`src/rtl/toggle_sync_pkg.sv`:
```
// rtl/toggle_sync_pkg.sv - shared types and constants for the toggle synchronizer receiver
package toggle_sync_pkg;

    // Shallowest legal synchronizer; deeper chains trade latency for MTBF.
    localparam int SYNC_STAGES_MIN = 2;

    // Default width of the pending-event counter.
    localparam int CNT_W_DEFAULT = 3;

    // IDLE : accepting events normally.
    // STALL: an event is held because the pending counter is full; it is
    //        accepted (and acknowledged) on the first consume.
    typedef enum logic {
        IDLE  = 1'b0,
        STALL = 1'b1
    } rx_state_t;

endpackage

```
`src/rtl/sync_chain.sv`:
```
// rtl/sync_chain.sv - multi-flop level synchronizer with synchronous active-low reset
//
// Ports:
//   clk  - destination clock
//   rstn - synchronous active-low reset, clears every stage
//   d    - asynchronous input level
//   q    - synchronized level, DEPTH clk edges behind d
module sync_chain #(
    parameter int DEPTH = 2
) (
    input  logic clk,
    input  logic rstn,
    input  logic d,
    output logic q
);

    logic [DEPTH-1:0] stages;

    always_ff @(posedge clk) begin
        if (!rstn) begin
            stages <= '0;
        end else begin
            stages <= {stages[DEPTH-2:0], d};
        end
    end

    assign q = stages[DEPTH-1];

endmodule

```
`src/rtl/toggle_sync_rx.sv`:
```
// rtl/toggle_sync_rx.sv - receive side of a toggle event synchronizer with pending-event counter
//
// Optional feature macro: TOGGLE_SYNC_RX_STATS_EN adds the evt_cnt output.
//
// Ports:
//   clk2    - destination clock, the only clock of the block
//   rstn    - synchronous active-low reset
//   req_tgl - event toggle from the source domain (asynchronous)
//   ack_tgl - acknowledge toggle back to the source, one flip per accepted event
//   d_out   - high while at least one event is pending
//   d_rdy   - downstream ready; d_out && d_rdy consumes one event
//   pend    - pending-event count
//   ovf     - sticky flag: source toggled again while an event was held
//   evt_cnt - (stats build only) accepted-event count, wraps at 16 bits
module toggle_sync_rx
    import toggle_sync_pkg::*;
#(
    parameter int SYNC_STAGES = 2,
    parameter int CNT_W       = CNT_W_DEFAULT
) (
    input  logic             clk2,
    input  logic             rstn,
    input  logic             req_tgl,
    output logic             ack_tgl,
    output logic             d_out,
    input  logic             d_rdy,
    output logic [CNT_W-1:0] pend,
    output logic             ovf
`ifdef TOGGLE_SYNC_RX_STATS_EN
    ,
    output logic [15:0]      evt_cnt
`endif
);

    localparam logic [CNT_W-1:0] PEND_MAX = '1;

    logic             sync_q;
    logic             sync_prev;
    logic             hist;
    logic             ack_q;
    logic             ovf_q;
    logic [CNT_W-1:0] pend_q;
    rx_state_t        state;
    rx_state_t        state_nxt;
    logic             evt;
    logic             consume;
    logic             accept;

    sync_chain #(
        .DEPTH (SYNC_STAGES)
    ) u_sync (
        .clk  (clk2),
        .rstn (rstn),
        .d    (req_tgl),
        .q    (sync_q)
    );

    // hist holds the level of the last accepted toggle, so any difference
    // from the synchronized level is an unaccepted event.
    assign evt     = sync_q ^ hist;
    assign consume = (pend_q != '0) && d_rdy;

    always_comb begin
        state_nxt = state;
        accept    = 1'b0;
        case (state)
            IDLE: begin
                if (evt) begin
                    // At full, a same-cycle consume frees the slot we need.
                    if ((pend_q != PEND_MAX) || consume) begin
                        accept = 1'b1;
                    end else begin
                        state_nxt = STALL;
                    end
                end
            end
            STALL: begin
                if (consume) begin
                    accept    = 1'b1;
                    state_nxt = IDLE;
                end
            end
            default: begin
                state_nxt = IDLE;
            end
        endcase
    end

    always_ff @(posedge clk2) begin
        if (!rstn) begin
            state     <= IDLE;
            hist      <= 1'b0;
            sync_prev <= 1'b0;
            ack_q     <= 1'b0;
            ovf_q     <= 1'b0;
            pend_q    <= '0;
        end else begin
            state     <= state_nxt;
            sync_prev <= sync_q;
            if (accept) begin
                hist  <= sync_q;
                ack_q <= ~ack_q;
            end
            // Any movement of the synchronized level while an event is held
            // means the source did not wait for its acknowledge.
            if ((state == STALL) && (sync_q != sync_prev)) begin
                ovf_q <= 1'b1;
            end
            // Accept and consume on one edge cancel out, so the counter can
            // neither exceed PEND_MAX nor go below zero.
            case ({accept, consume})
                2'b10:   pend_q <= pend_q + 1'b1;
                2'b01:   pend_q <= pend_q - 1'b1;
                default: pend_q <= pend_q;
            endcase
        end
    end

    assign ack_tgl = ack_q;
    assign ovf     = ovf_q;
    assign pend    = pend_q;
    assign d_out   = (pend_q != '0);

`ifdef TOGGLE_SYNC_RX_STATS_EN
    logic [15:0] evt_cnt_q;

    always_ff @(posedge clk2) begin
        if (!rstn) begin
            evt_cnt_q <= '0;
        end else if (accept) begin
            evt_cnt_q <= evt_cnt_q + 16'd1;
        end
    end

    assign evt_cnt = evt_cnt_q;
`endif

endmodule

```
`config.mk`:
```
export PLATFORM = sky130hd
export DESIGN_NAME = toggle_sync_rx
export DESIGN_NICKNAME = d
export VERILOG_FILES = /design/src/rtl/toggle_sync_pkg.sv /design/src/rtl/sync_chain.sv /design/src/rtl/toggle_sync_rx.sv
export SDC_FILE = /design/constraint.sdc
export NUM_CORES = 1
export LEC_CHECK = 0
export CAP_MARGIN = 30
export CORE_AREA = 2 2 39 41
export CTS_CLUSTER_DIAMETER = 120
export DETAILED_ROUTE_END_ITERATION = 12
export DIE_AREA = 0 0 41 43
export SLEW_MARGIN = 10
export SYNTH_ARGS = -nofsm -noshare
export SYNTH_HDL_FRONTEND = slang
export SYNTH_SLANG_ARGS = --single-unit
```
`constraint.sdc`:
```
create_clock -name clk2 -period 4.97 [get_ports clk2]
set_clock_uncertainty 0.1 [all_clocks]
set_input_delay 0.994 -clock clk2 [delete_from_list [all_inputs] [get_ports clk2]]
set_output_delay 0.994 -clock clk2 [all_outputs]
set_load 0.03 [all_outputs]
```
==> results.sh, run 1 <==
export IMPL_number_of_design_rule_violations_left_by_the_first_detailed_router_iteration=6
export IMPL_routedWlPerCell_um=10.19
export IMPL_cts_tree="built"
export IMPL_detailroute_via_count=379
export IMPL_final_period_minus_worst_setup_slack_ps=3080
export IMPL_floorplan_die_area_um2=1763
export IMPL_dp_cells=74
export IMPL_post_drt_via_cell_ratio=4.922
export IMPL_post_place_ws_ps=1632
export IMPL_worst_pin_slew_ps=311.3
export IMPL_synth_avg_cell_area_um2=9.601
export IMPL_ys_ff_latch=10
export IMPL_grt_setup_unrepaired="no"
export IMPL_finalCoreUtilization=0.4358
export IMPL_worstSkewPairLatency_ps=250
export IMPL_initial_utilization=0.3400
export IMPL_worst_setup_path_type="primary input to flip-flop"
export IMPL_final_hold_violation_count=0
export IMPL_cts_htree_levels=1
export IMPL_ys_top_cells_by_area="sky130_fd_sc_hd__dfxtp_1, sky130_fd_sc_hd__and2_1, sky130_fd_sc_hd__xor2_1"
export IMPL_postRouteWirelength_um=785
export IMPL_initial_antenna_violation_count=0
export IMPL_setup_total_negative_slack_ps=0
export IMPL_ff_latch_area_um2=200.2
export IMPL_clkTransAtPathRegs_ps=60
export IMPL_grt_start_max_net_pins=11
export IMPL_max_slew_margin=0.7918
export IMPL_timing_critical_path_cells="clkdlybuf4s50_1, or2b_2, o2111ai_2, ha_1, inv_1, fa_1, xor2_1, or3_1, a21boi_0"
export IMPL_cp_start_kind="primary input"
export IMPL_power_density_nw_per_um2=472.1
export IMPL_hp_class="flip-flop to flip-flop"
export IMPL_timing_critical_path_required_ps=5050
export IMPL_port_buffer_count=9
export IMPL_worst_r2r_path_depth=8
export IMPL_grt_use_met1=0.1480
export IMPL_synth_area_um2=470.5
export IMPL_buf_inv_stages_crit_path=2
export IMPL_clockBufferDepth=2
export IMPL_timing_final_crit_share=0.6196
export IMPL_globalRouteMet2Util=0.1594
export IMPL_postCtsResizedCells=0
export IMPL_worst_setup_path_end_kind="flip-flop"
export IMPL_worstHoldPathCells=1
export IMPL_number_of_enable_flip_flop_cells_after_synthesis=0
export IMPL_cts_hold_buffers_added=0
export IMPL_finalSetupViolCount=0
export IMPL_grt_pass1_wl_um=1380
export IMPL_syn_inst=49
export IMPL_run_status="complete, no violations"
export IMPL_antenna_diode_count=0
export IMPL_critPathMaxFanout=4
export IMPL_synth_most_common_cell="sky130_fd_sc_hd__dfxtp_1"
export IMPL_detail_route_antenna_nets=0
export IMPL_distinct_cell_type_count_of_the_synthesized_netlist=21
export IMPL_cp_top_family="simple AND/OR/NAND/NOR gates"
export IMPL_num_nets_final=69
export IMPL_num_fill_cells=140
export IMPL_fraction_of_final_layout_cells_sized_beyond_drive_strength_1=0.1148
export IMPL_io_pins=10
export IMPL_met3_usage=0.03141
export IMPL_postCtsSetupBuffers=0
export IMPL_crit_cells=9
export IMPL_fin_cells=77
export IMPL_max_cap_viol_count=0
export IMPL_synth_cells_most_frequent="sky130_fd_sc_hd__dfxtp_1, sky130_fd_sc_hd__and2_1, sky130_fd_sc_hd__inv_1, sky130_fd_sc_hd__nand2_1"
export IMPL_gr_max_usage_layer="met2"
export IMPL_drt_pass1_iter_count=4
export IMPL_critical_path_at_ps=3160
export IMPL_post_route_drc_count=0
export IMPL_power_leakage_nw=0.2268
export IMPL_largest_area_contributor_in_the_netlist="sky130_fd_sc_hd__dfxtp_1"
export IMPL_floorplan_die_height_um=43
export IMPL_yosysSeqAreaShare=0.4255
export IMPL_area_taken_by_multi_input_logic_gates_um2=255.2
export IMPL_globalRoute_totalOverflow=0
export IMPL_synthesis_yosys_warnings=0
export IMPL_critical_path_max_stage_delay_ps=450
export IMPL_worst_setup_slack_after_layout_ps=1890
export IMPL_syn_nets=55
export IMPL_rrSetupSlack_ps=2440
export IMPL_maxSlewViolCount=0
export IMPL_core_region_area_um2=1384
export IMPL_numClockSinks=10
export IMPL_slowest_stage="sky130_fd_sc_hd__clkdlybuf4s50_1"
export IMPL_syn_to_final_growth_pct=28.19
export IMPL_clock_root_buffer="sky130_fd_sc_hd__clkbuf_4"
export IMPL_gp_routability_congestion=0.6621
export IMPL_tritoncts_num_buffers=3
export IMPL_synth_top_area_frac=0.4255
export IMPL_asyncSetResetFlopFracSynth=0
export IMPL_row_count=14
export IMPL_detailedPlacementHpwl_um=587.8
export IMPL_most_used_flip_flop_cell_after_synthesis="sky130_fd_sc_hd__dfxtp_1"
export IMPL_vdd_ir_drop_max_mv=0.2316
export IMPL_globalRouteTotalUtil=0.1183
export IMPL_vias_in_the_first_global_route=340
export IMPL_fmax_mhz=324.7
export IMPL_dieWidth_um=41
[cells in the final DEF (no fill, tap or decap), types with 2 or more instances in the layout]
cell / synthesis / layout
sky130_fd_sc_hd__xnor2_1: 2 / 2
sky130_fd_sc_hd__o21ai_0: 2 / 2
sky130_fd_sc_hd__a21oi_1: 3 / 3
sky130_fd_sc_hd__and2_1: 7 / 7
sky130_fd_sc_hd__clkbuf_4: 0 / 3
sky130_fd_sc_hd__inv_1: 4 / 4
sky130_fd_sc_hd__nand2_1: 4 / 4
sky130_fd_sc_hd__xor2_1: 3 / 3
sky130_fd_sc_hd__clkdlybuf4s50_1: 0 / 9
sky130_fd_sc_hd__dfxtp_1: 10 / 10
sky130_fd_sc_hd__nor2_1: 2 / 2
[routing by layer]
layer	routed length, um	vias to the layer above	share of wire
li1	-	187	-
met1	354	189	0.45
met2	418	3	0.53
met3	12	0	0.015
met4	0	0	0
met5	0	-	0
[where the power goes]
| group | leakage (nW) | switching (W) | internal, W |
|---|---|---|---|
| Combinational | 0.131 | 0.0000669 | 0.0000596 |
| Clock | 0.0138 | 0.0000228 | 0.0000277 |
| Sequential | 0.0816 | 0.0000170 | 0.0000908 |
| Total | 0.227 | 0.000107 | 0.000178 |
[layout make-up]
| type | count | share of cell area |
|---|---|---|
| clock buffers | 3 | 0.03734 |
| well taps | 16 | 0.03320 |
| flip-flops and latches | 10 | 0.3320 |
| multi-input cells | 35 | 0.4232 |
| inverters | 4 | 0.02490 |
| repair buffers | 9 | 0.1494 |
[worst reg2reg max path: stages, from the launching register on]
cell,delay [ps]
sky130_fd_sc_hd__dfxtp_1,380
sky130_fd_sc_hd__or4b_4,580
sky130_fd_sc_hd__o2111ai_2,130
sky130_fd_sc_hd__ha_1,230
sky130_fd_sc_hd__inv_1,60
sky130_fd_sc_hd__fa_1,370
sky130_fd_sc_hd__xor2_1,150
sky130_fd_sc_hd__or3_1,300
sky130_fd_sc_hd__a21boi_0,160
[cells by family (layout without fill, tap and decap cells)]
group                    Yosys count  in the layout  share of synthesized area
XOR/XNOR                           5              5                    0.09310
buffers and inverters              4             16                    0.03191
AO/OA/AOI/OAI                      9              9                     0.1303
adder cells (fa/ha/maj)            2              2                    0.06915
AND/OR/NAND/NOR                   19             19                     0.2500
flip-flops                        10             10                     0.4255
[state kept, by name, indices dropped and copies added, names as in the netlist]
name and flops:
ovf 1, ack_tgl 1, hist 1, pend 3, state 1, sync_prev 1
u_sync.stages 2
[path summary, 6_finish.rpt]
path | start | to
min reg2reg | u_sync.stages[0] | u_sync.stages[1]
max reg2reg | pend[0] | pend[2]
max | d_rdy | pend[2]
min | u_sync.stages[0] | u_sync.stages[1]
[through the flow]
step | hold WS, ps | area, um^2 | total power (W)
final | 327.0 | 603.1 | 0.0002847
after detailed placement | 313.9 | 580.6 | 0.0002358
after CTS | 336.4 | 603.1 | 0.0002879
after floorplan | 305.7 | 470.5 | 0.0001892
after global routing | 358.8 | 603.1 | 0.0003069
after global placement | 308.7 | 580.6 | 0.0002327
(Power assumes the default switching activity.)
==> run 2, diff against run 1 <==
clock period = 3.1 ns   (was 4.97 ns; I/O delays follow)
==> run 2 against run 1 <==
Net effect:
- register-to-register slack got worse by 1900 ps
- total power is 72% higher
- flip-flop and latch count unchanged
- first-iteration DRC count decreased by 50%
- global-route usage shrank 0.053 points
- wire length increased by 3.8%
- setup slack got worse by 1500 ps
- final area rose by 2.3%
- utilization is 0.99 points higher
- cell count rose by 1.3%
- clock-buffer cell count grew 1
- sequential power increased by 59%
- largest power group unchanged
- highest routed layer is now met4
==> results.sh, run 2 (synthesized netlist as in run 1, its figures left out) <==
export IMPL_run_status="complete, no violations"
export IMPL_detailedPlacementHpwl_um=606.5
export IMPL_placement_cell_area_um2=580.6
export IMPL_fmax_mhz=369.2
export IMPL_whs_endpoint="u_sync.stages[1]"
export IMPL_clock_root_buffer="sky130_fd_sc_hd__clkbuf_4"
export IMPL_row_count=14
export IMPL_fin_worst_hold_slack_ps=341.3
export IMPL_final_area_um2=616.8
export IMPL_worst_pin_slew_ps=304.6
export IMPL_vdd_ir_drop_max_mv=0.3373
export IMPL_cts_htree_levels=1
export IMPL_numClockSinks=10
export IMPL_num_fill_cells=142
export IMPL_power_density_nw_per_um2=792.2
export IMPL_vias_in_the_first_global_route=323
export IMPL_port_buffer_count=9
export IMPL_tritoncts_num_buffers=3
export IMPL_fraction_of_final_layout_cells_sized_beyond_drive_strength_1=0.1290
export IMPL_syn_to_final_growth_pct=31.12
export IMPL_worst_r2r_path_depth=8
export IMPL_critical_path_at_ps=2800
export IMPL_final_hold_violation_count=0
export IMPL_grt_start_max_net_pins=11
export IMPL_max_cap_viol_count=0
export IMPL_final_period_minus_worst_setup_slack_ps=2709
export IMPL_post_drt_via_cell_ratio=4.615
export IMPL_power_leakage_nw=0.2340
export IMPL_setup_total_negative_slack_ps=0
export IMPL_drt_pass1_iter_count=4
export IMPL_detailroute_via_count=360
export IMPL_clkTransAtPathRegs_ps=70
export IMPL_r2r_start="pend[0]"
export IMPL_io_pins=10
export IMPL_mostFrequentLayoutCells="sky130_fd_sc_hd__dfxtp_1, sky130_fd_sc_hd__clkdlybuf4s50_1, sky130_fd_sc_hd__and2_1"
export IMPL_rrSetupSlack_ps=560
export IMPL_maxSlewViolCount=0
export IMPL_number_of_design_rule_violations_left_by_the_first_detailed_router_iteration=3
export IMPL_floorplan_die_height_um=43
export IMPL_post_route_drc_count=0
export IMPL_hp_class="flip-flop to flip-flop"
export IMPL_postCtsSetupBuffers=0
export IMPL_max_slew_margin=0.7963
export IMPL_rr_endpoint="pend[2]"
export IMPL_critPathMaxFanout=4
export IMPL_dieWidth_um=41
export IMPL_worstSkewPairLatency_ps=260
export IMPL_globalRoute_totalOverflow=0
export IMPL_antenna_diode_count=0
export IMPL_leading_cell_type_in_the_layout_fill_and_taps_excluded="sky130_fd_sc_hd__dfxtp_1"
export IMPL_floorplan_die_area_um2=1763
export IMPL_initial_antenna_violation_count=0
export IMPL_finalCoreUtilization=0.4458
export IMPL_core_region_area_um2=1384
export IMPL_initial_utilization=0.3400
export IMPL_postRouteWirelength_um=815
export IMPL_globalRouteTotalUtil=0.1178
export IMPL_gp_routability_congestion=0.6895
export IMPL_timing_critical_path_required_ps=3190
export IMPL_finalSetupViolCount=0
export IMPL_largest_register_ff_count=3
export IMPL_total_power_w=0.0004886
export IMPL_cts_tree="built"
export IMPL_worstHoldPathCells=1
export IMPL_routedWlPerCell_um=10.45
export IMPL_clockBufferDepth=2
export IMPL_cts_hold_buffers_added=0
export IMPL_worst_setup_path_type="primary input to flip-flop"
export IMPL_num_nets_final=69
export IMPL_grt_setup_unrepaired="no"
export IMPL_timing_final_crit_share=0.8738
export IMPL_hp_start="u_sync.stages[0]"
export IMPL_grt_pass1_wl_um=1373
export IMPL_detail_route_antenna_nets=0
export IMPL_cp_start_kind="primary input"
export IMPL_worst_setup_path_end_kind="flip-flop"
export IMPL_postCtsResizedCells=0
run 2: layer usage:
| layer | vias to the layer above | track usage | routed length, um | part of all wire |
|---|---|---|---|---|
| met5 | - | 0 | 0 | 0 |
| met1 | 165 | 0.1633 | 398 | 0.49 |
| li1 | 190 | - | - | - |
| met2 | 3 | 0.1625 | 393 | 0.48 |
| met3 | 2 | 0.03141 | 6 | 0.0074 |
| met4 | 0 | 0.06000 | 17 | 0.021 |
run 2: worst max path at each step:
stage,to,start,slack (ps),cells past startpoint
6_report,pend[2],d_rdy,390,9
5_1_grt,pend[2],d_rdy,250,9
4_1_cts,pend[2],d_rdy,370,9
3_5_place_dp,pend[2],d_rdy,110,9
3_3_place_gp,pend[2],d_rdy,130,9
2_1_floorplan,pend[2],pend[0],590,8
run 2: layout make-up:
cell class              count  area [um^2]  share of cell area
multi-input cells          35        255.2              0.4138
flip-flops and latches     10        200.2              0.3245
well taps                  16        20.02             0.03245
repair buffers              9        90.09              0.1460
clock buffers               4        36.28             0.05882
inverters                   4        15.01             0.02434
run 2: through the flow:
step           setup slack, ps  std cells
2_1_floorplan            588.1         49
3_3_place_gp             127.4         74
3_5_place_dp             111.4         74
4_1_cts                  373.6         78
5_1_grt                  249.1         78
6_report                 391.2         78
run 2: where the power goes:
group,total [W],switching (W),internal [W]
Clock,0.000116,0.0000442,0.0000713
Sequential,0.000172,0.0000265,0.000145
Combinational,0.000201,0.000106,0.0000950
Total,0.000489,0.000177,0.000312
run 2: worst max-delay path: stages:
cell	delay, ps
sky130_fd_sc_hd__clkdlybuf4s50_1	450
sky130_fd_sc_hd__or2b_2	330
sky130_fd_sc_hd__o2111ai_2	120
sky130_fd_sc_hd__ha_1	230
sky130_fd_sc_hd__inv_1	70
sky130_fd_sc_hd__fa_1	380
sky130_fd_sc_hd__xor2_1	150
sky130_fd_sc_hd__or3_1	300
sky130_fd_sc_hd__a21boi_0	160
==> run 3, diff against run 2 <==
--- a/constraint.sdc
+++ b/constraint.sdc
@@ -3,3 +3,3 @@
 set_input_delay 0.62 -clock clk2 [delete_from_list [all_inputs] [get_ports clk2]]
 set_output_delay 0.62 -clock clk2 [all_outputs]
-set_load 0.03 [all_outputs]
+set_load 0.01 [all_outputs]
==> results of run 3 <==
Same layout as run 2 (identical final DEF). Status: complete, no violations.
Among the figures that moved: total power 0.0004886 W -> 0.0004494 W; worst IR drop on VDD 0.3373 mV -> 0.3222 mV
